File: src/rtl/button_gesture_ctrl.sv
// Gesture sequencer: turns a debounced button level into SINGLE/DOUBLE/LONG events queued in a
// first-word-fall-through event FIFO. Define BUTTON_GESTURE_REPEAT_EN for periodic REPEAT events while held.
module button_gesture_ctrl #(
    parameter int FIFO_DEPTH = 4,
    parameter int CNT_W      = 32
) (
    input  logic             clk,
    input  logic             reset,
    input  logic             enable,
    input  logic             btn_level,
    input  logic [CNT_W-1:0] long_press_cycles,
    input  logic [CNT_W-1:0] double_click_gap_cycles,
`ifdef BUTTON_GESTURE_REPEAT_EN
    input  logic [CNT_W-1:0] repeat_period_cycles,
`endif
    output logic             event_valid,
    input  logic             event_ready,
    output logic [1:0]       event_code,
    output logic             overflow,
    input  logic             overflow_clr,
    output logic             btn_held
);

    localparam int AW = $clog2(FIFO_DEPTH);
    localparam logic [1:0] CODE_SINGLE = 2'd0;
    localparam logic [1:0] CODE_DOUBLE = 2'd1;
    localparam logic [1:0] CODE_LONG   = 2'd2;
`ifdef BUTTON_GESTURE_REPEAT_EN
    localparam logic [1:0] CODE_REPEAT = 2'd3;
`endif
    localparam logic [CNT_W-1:0] CNT_ONE   = CNT_W'(1);
    localparam logic [AW-1:0]    PTR_ONE   = AW'(1);
    localparam logic [AW:0]      LVL_ONE   = (AW + 1)'(1);
    localparam logic [AW:0]      LVL_FULL  = (AW + 1)'(FIFO_DEPTH);

    typedef enum logic [2:0] {
        IDLE,
        PRESS1,
        WAIT2,
        PRESS2,
        LONG_HELD
    } state_t;

    state_t           state, state_n;
    logic [CNT_W-1:0] cnt, cnt_n;
    logic             btn_prev;
    logic             rise, fall;
    logic             push, pop, push_ok, drop, full;
    logic [1:0]       push_code;
    logic [1:0]       mem [FIFO_DEPTH];
    logic [AW-1:0]    wr_ptr, rd_ptr;
    logic [AW:0]      level;
    logic [1:0]       last_code;

    // Counter value on which a timed condition fires; a programmed 0 behaves like 1.
    function automatic logic [CNT_W-1:0] last_tick(input logic [CNT_W-1:0] cycles);
        return (cycles == '0) ? '0 : cycles - CNT_ONE;
    endfunction

    function automatic logic [CNT_W-1:0] sat_inc(input logic [CNT_W-1:0] v);
        return (&v) ? v : v + CNT_ONE;
    endfunction

    assign rise = btn_level & ~btn_prev;
    assign fall = ~btn_level & btn_prev;

    always_ff @(posedge clk) begin
        if (reset) begin
            state    <= IDLE;
            cnt      <= '0;
            btn_prev <= 1'b1;
            btn_held <= 1'b0;
        end else begin
            state    <= state_n;
            cnt      <= cnt_n;
            btn_prev <= btn_level;
            btn_held <= btn_level;
        end
    end

    always_comb begin
        state_n   = state;
        cnt_n     = cnt;
        push      = 1'b0;
        push_code = CODE_SINGLE;
        if (!enable) begin
            state_n = IDLE;
            cnt_n   = '0;
        end else begin
            case (state)
                IDLE: begin
                    if (rise) begin
                        state_n = PRESS1;
                        cnt_n   = '0;
                    end
                end
                PRESS1: begin
                    if (fall) begin
                        state_n = WAIT2;
                        cnt_n   = '0;
                    end else if (cnt == last_tick(long_press_cycles)) begin
                        push      = 1'b1;
                        push_code = CODE_LONG;
                        state_n   = LONG_HELD;
                        cnt_n     = '0;
                    end else begin
                        cnt_n = sat_inc(cnt);
                    end
                end
                WAIT2: begin
                    // A rise on the timeout cycle still counts as the second press.
                    if (rise) begin
                        state_n = PRESS2;
                        cnt_n   = '0;
                    end else if (cnt == last_tick(double_click_gap_cycles)) begin
                        push      = 1'b1;
                        push_code = CODE_SINGLE;
                        state_n   = IDLE;
                        cnt_n     = '0;
                    end else begin
                        cnt_n = sat_inc(cnt);
                    end
                end
                PRESS2: begin
                    if (fall) begin
                        push      = 1'b1;
                        push_code = CODE_DOUBLE;
                        state_n   = IDLE;
                        cnt_n     = '0;
                    end
                end
                LONG_HELD: begin
                    if (fall) begin
                        state_n = IDLE;
                        cnt_n   = '0;
                    end
`ifdef BUTTON_GESTURE_REPEAT_EN
                    else if (cnt == last_tick(repeat_period_cycles)) begin
                        push      = 1'b1;
                        push_code = CODE_REPEAT;
                        cnt_n     = '0;
                    end else begin
                        cnt_n = sat_inc(cnt);
                    end
`endif
                end
                default: begin
                    state_n = IDLE;
                    cnt_n   = '0;
                end
            endcase
        end
    end

    // Event FIFO: a full queue still accepts a push when the head is popped in the same cycle.
    assign full        = (level == LVL_FULL);
    assign event_valid = (level != '0);
    assign pop         = event_valid & event_ready;
    assign push_ok     = push & (~full | pop);
    assign drop        = push & full & ~pop;
    assign event_code  = event_valid ? mem[rd_ptr] : last_code;

    always_ff @(posedge clk) begin
        if (push_ok) begin
            mem[wr_ptr] <= push_code;
        end
    end

    always_ff @(posedge clk) begin
        if (reset) begin
            wr_ptr    <= '0;
            rd_ptr    <= '0;
            level     <= '0;
            last_code <= CODE_SINGLE;
            overflow  <= 1'b0;
        end else begin
            if (push_ok) begin
                wr_ptr <= wr_ptr + PTR_ONE;
            end
            if (pop) begin
                rd_ptr    <= rd_ptr + PTR_ONE;
                last_code <= mem[rd_ptr];
            end
            if (push_ok && !pop) begin
                level <= level + LVL_ONE;
            end else if (pop && !push_ok) begin
                level <= level - LVL_ONE;
            end
            if (drop) begin
                overflow <= 1'b1;
            end else if (overflow_clr) begin
                overflow <= 1'b0;
            end
        end
    end

endmodule

File: config.mk
export PLATFORM = sky130hd
export DESIGN_NAME = button_gesture_ctrl
export DESIGN_NICKNAME = d
export VERILOG_FILES = /design/src/rtl/button_gesture_ctrl.sv
export SDC_FILE = /design/constraint.sdc
export NUM_CORES = 1
export LEC_CHECK = 0
export ABC_AREA = 1
export CORE_MARGIN = 4
export CORE_UTILIZATION = 50
export CTS_CLUSTER_SIZE = 24
export DETAILED_ROUTE_END_ITERATION = 8
export PLACE_DENSITY_LB_ADDON = 0.25
export SETUP_SLACK_MARGIN = 0.5
export SLEW_MARGIN = 40
export SYNTH_ARGS = -nofsm -noshare
export SYNTH_HDL_FRONTEND = slang
export SYNTH_SLANG_ARGS = --single-unit
File: constraint.sdc
create_clock -name clk -period 10.5 [get_ports clk]
set_input_delay 1.575 -clock clk [delete_from_list [all_inputs] [get_ports clk]]
set_output_delay 1.575 -clock clk [all_outputs]
set_load 0.02 [all_outputs]
======== Word level (Yosys, flattened, before mapping) ========
Memories as Yosys holds them, arrays and structs flattened. A register that Yosys moved wholly into a read port is not among the register bits.
Index checks and enable logic that the tools add are counted.
W data, S select, Z words.
storage, ports and cells
  output and inout port bits .............. 5
  register bits after elaboration ......... 47
  memories kept ........................... 1
  input bits .............................. 70
  logic and storage cells ................. 93
  bits in writable memories ............... 8
operators by class
  add/sub/neg operators ................... 7
  reduce and logical (&&, ||, !) cells .... 15
  mux-type cells .......................... 38
  bitwise operators ....................... 12
  equal/unequal tests ..................... 11
memory list
  memory  depth  bits a word  rd ports  clocked after Yosys merged registers in  write ports  line  RTL
  mem     4      2            1         1                                        1            50    logic [1:0] mem [FIFO_DEPTH];
operator list
  operator                 count
  $mux W32                 9
  $pmux W32 S4             1
  $eq A32 B32 Y1           2
  $logic_not A32 Y1        2
  $sub A32 B1 Y32 const B  2
  $add A32 B1 Y32 const B  1
  $reduce_and A32 Y1       1
  $mux W3                  8
  $mux W2                  6
  $pmux W3 S4              1
  $mux W1                  11
  $and A1 B1 Y1            6
  $eq A3 B2 Y1 const B     2
  $eq A3 B3 Y1 const B     2
  $ne A3 B3 Y1 const B     2
  $not A1 Y1               5
  $add A2 B1 Y2 const B    2
  $pmux W2 S2              1
  $reduce_and A4 Y1        1
  $reduce_bool A2 Y1       2
  $reduce_or A2 Y1         2
  $add A3 B1 Y3 const B    1
  $eq A3 B1 Y1 const B     1
  $logic_not A3 Y1         1
  other kinds (9)          11

======== Logic depth before layout (Yosys ltp) ========
  depth after elaboration ................. 12
  mapped depth ............................ 27
  gate-level depth less buffers ........... 26

======== Least setup slack after synthesis ========
Ideal clock, no wire load.
  kind .................................... input -> register
  start point ............................. input long_press_cycles[0]
  end point ............................... register level[2]
  stages .................................. 24
  buffers on the path ..................... 2
  setup time .............................. 122 ps
  setup slack ............................. 5,954 ps
  arrival ................................. 4,424 ps
  required time ........................... 10,378 ps
  cells stage by stage .................... inv_1 -> ha_1 -> nand2_2 -> nor2_4 -> nand2_2 -> nor2_4 -> buf_6 -> buf_6 -> nor2_1 -> xor2_1 -> nor2_1 -> nand2_1 -> nor3_2 -> nand3_2 -> nand3_2 -> nand3_4 -> inv_1 -> ha_1 -> inv_1 -> fa_1 -> a21oi_1 -> o21ai_0 -> o21ai_0 -> a21oi_1
between the ends
  cells in the longest elaborated chain, start to end .. 11
  elaborated cells between the ends (all ways) .. 14
  those cells by class .................... add/sub (1); eq/ne (1); mux (6); bitwise (1); reduce/logical (5)
ends and longest elaborated chain
  what                                                         line  RTL
  start: declaration                                           11    input logic [CNT_W-1:0] long_press_cycles,
  $sub A32 B1 Y32 / $logic_not A32 Y1 (equally long branches)  57    return (cycles == '0) ? '0 : cycles - CNT_ONE;
  $mux W32 (*)                                                 57
  $eq A32 B32 Y1 (*)                                           101   end else if (cnt == last_tick(long_press_cycles)) begin
  $mux W1 (*)                                                  101
  $mux W1 (*)                                                  98    if (fall) begin
  $pmux W1 S3 (*)                                              90    case (state)
  $mux W1 (*)                                                  86    if (!enable) begin
  $and A1 B1 Y1 (*)                                            159   assign push_ok = push & (~full | pop);
  net push_ok                                                  48    logic push, pop, push_ok, drop, full;
  $logic_not A1 Y1                                             186   end else if (pop && !push_ok) begin
  $logic_and A1 B1 Y1                                          186
  $reduce_bool A2 Y1 (no source line)                          n/a
  end signal: assignment                                       185   level <= level + LVL_ONE;
  end signal: assignment                                       187   level <= level - LVL_ONE;
  end: declaration                                             52    logic [AW:0] level;
The timed path passes the listed nets; every way through them passes the cells marked *.
A chain may end at the register's enable or synchronous reset.

======== Final worst setup path ========
Ends and elaborated chain as after synthesis.

==> impl_metrics.yaml <==
yosys:
  synth_area_um2: 6450
  ys_seq_elements: 57
  avgSynthCellArea_um2: 5.41
  yosys_warnings: 0
  ys_seq_area_share_pct: 18.9
  ys_types: 39
  synthesis.nets: 1272
  syn_inst: 1193
worst_setup_path:
  path_max_fanout: 26
  crit_slowest_cell: "clkdlybuf4s50_1"
  start_kind: "input pin"
  slowest_delay_ns: 0.46
  path_buf_inv: 5
  rr_worst_depth: 19
  path_delay_family: "simple AND/OR/NAND/NOR gates"
  cp-end-kind: "flop"
  crit_required_ns: 10.72
  crit_cells: 26
  crit_type: "input pin to flop"
  r2r_slack_ns: 7.34
  arrival_ns: 5.70
  crit_path_frequent_cell: "inv_1"
power:
  max-vdd-ir-drop_mv: 0.103
  total_power_uw: 725
  cellLeakagePower_uw: 0.00323
  power_density_nw_per_um2: 96.1
global_route:
  top_usage_layer: "met2"
  grt_pass1_wl_mm: 34.5
  grt_usage_pct: 29.7
  grt_pass1_vias: 6972
  grt_start_max_net_pins: 44
  gr-usage-met3_pct: 6.13
  grt_overflow_total: 0
  use_met1_pct: 39.2
  grt_use_met2_pct: 47.4
  antenna_found_initial: 0
sta:
  setup_viol_count_final: 0
  timing.fmax_mhz: 183
  slew_violations: 0
  period_minus_slack_ns: 5.48
  relSlewSlack_pct: 49.9
  fin_crit_sh_pct: 52.1
  worst_pin_slew_ns: 0.745
  timing.hold.ws_ns: 0.460
  fin_skew_ns: 0.00857
  rsz0062_at_grt: "false"
  final.setup.tns_ns: 0
  hold_viol_final: 0
route:
  wl_per_cell_um: 15.6
  wl_mm: 22.3
  via_count: 7776
  drt_iter0_drc: 600
  drt_pass1_iterations: 7
  drc: 0
  viasPerCell: 5.45
  detail-route-antenna-nets: 0
clocking:
  clk_latency_ns: 0.34
  cts_inserted_buffers: 9
  cts_sinks: 57
  clk_pin_slew_ns: 0.05
  cts.repair.resized: 0
  clockBufferDepth: 2
  cts_tree: "yes"
  root_buffer: "clkbuf_16"
  post_cts_buffers: 0
  cts_hold_buf: 0
  htreeDepth: 3
final_layout:
  final_nets: 1329
  diodes: 0
  fin_cells: 1427
  area_growth_pct: 16.9
  fillers: 1311
  post_route_cells_drive_above_1_share_pct: 3.82
  layout_common_cells: "nand2_1, nor2_1, inv_1, nand3_1, clkdlybuf4s50_1"
  layout_commonest_cell: "nand2_1"
run_status:
  outcome: "completed"
job:
  maxCapViolCount: 0
placement:
  detailed_place_hpwl_mm: 17.9
  portBuffers: 74
  placed_cells: 1411
  place_congestion: 1.02
floorplan:
  dieArea_um2: 14800
  num_rows: 41
  core_um2: 12600
  dieWidth_um: 122
  io_pins: 75
  start_util_pct: 51.1
  die_height_um: 122
worst_hold_path:
  min_path_type: "flop to flop"
  hold_depth: 2
flip-flops by register name (all words and copies together), names as in the netlist, named ones only:
name / count
wr_ptr: 2
overflow: 1
rd_ptr: 2
cnt: 32
last_code: 2
btn_prev: 1
mem: 8
state: 3
level: 3
btn_held: 1
cells by family (layout without fill, tap and decap cells):
| logic type | after synthesis | count (layout) | share of synthesized area, % |
|---|---|---|---|
| AND/OR/NAND/NOR | 794 | 794 | 52.7 |
| buffers and inverters | 180 | 242 | 11.2 |
| XOR/XNOR | 34 | 34 | 4.62 |
| adder cells (fa/ha/maj) | 9 | 9 | 1.86 |
| AO/OA/AOI/OAI | 119 | 119 | 10.6 |
| flip-flops | 57 | 57 | 18.9 |
worst paths after layout:
kind,startpoint,endpoint
max,long_press_cycles[0],level[2]
min,rd_ptr[1],rd_ptr[1]
max reg2reg,cnt[12],level[2]
min reg2reg,rd_ptr[1],rd_ptr[1]
per-stage QoR:
step | cell area [um^2] | utilization [%] | worst slack, ns
detailed placement | 7250 | 57.5 | 4.71
global placement | 7250 | 57.5 | 4.82
floorplan | 6450 | - | 5.95
finish | 7540 | 59.8 | 5.02
global route | 7540 | 59.8 | 4.59
CTS | 7540 | 59.8 | 5.05
cell type report:
class	count	area, um^2	area share (%)
inverter	152	571	7.56
clock inverter	4	42.5	0.564
clock buffer	12	246	3.27
tap	172	215	2.85
sequential	57	1220	16.2
timing repair buffer	74	741	9.82
multi-input combinational	956	4510	59.7
per-layer routing:
layer	routed length (um)	vias up
met2	9880	313
met1	9820	3467
met3	1760	61
met5	0	-
li1	-	3935
met4	825	0
cell usage after synthesis:
master     count  share of area (%)
nand3_2        4               0.62
ha_1           8                1.6
nor2_1       210                 12
a22oi_1        3               0.35
nand2_1      380                 22
inv_2          3               0.17
nor4_1         8               0.78
nand3_1      101                7.8
nor3_1        18                1.4
o21ai_1        2               0.16
nor3_2         1               0.16
buf_6          5               0.87
nor2_2        11                1.1
xor2_1        30                4.1
buf_2          5               0.39
nand2_2        5               0.48
nand3b_1       3               0.35
nand2_4        1               0.17
buf_4          1               0.12
o211ai_2       4               0.78
o21bai_1      14                1.6
o211ai_1       2               0.23
nand3_4        1               0.27
xnor2_1        4               0.54
a21oi_1       50                3.9
nor2_4         3               0.52
clkbuf_2       1              0.078
o21ai_0       39                3.0
nor4_2         1               0.19
nand4_1       47                4.6
edfxtp_1       8                3.7
o41ai_1        1               0.14
a2bb2oi_1      1               0.14
dfxtp_1       49                 15
o22ai_1        2               0.19
inv_1        149                8.7
a21o_1         1               0.12
fa_1           1               0.31
clkbuf_1      16               0.93
worst reg2reg max path, cell delays in order (launching register included):
cell and delay (ns):
dfxtp_1 0.57, inv_1 0.25, nand3_1 0.15, nand2_1 0.06
nor2_1 0.12, nand2_1 0.06, nor2_1 0.09, nand3_1 0.09
nor2_2 0.12, nand3_2 0.11, nand3_2 0.16, nand3_4 0.12
inv_1 0.08, ha_1 0.13, inv_1 0.07, fa_1 0.38
a21oi_1 0.16, o21ai_0 0.12, o21ai_0 0.16, a21oi_1 0.05
power breakdown:
| group | internal [uW] | leakage (uW) | switching (uW) |
|---|---|---|---|
| Sequential | 232 | 0.000485 | 9.30 |
| Combinational | 81.6 | 0.00260 | 114 |
| Clock | 188 | 0.000142 | 99.7 |
(Power assumes the default switching activity.)
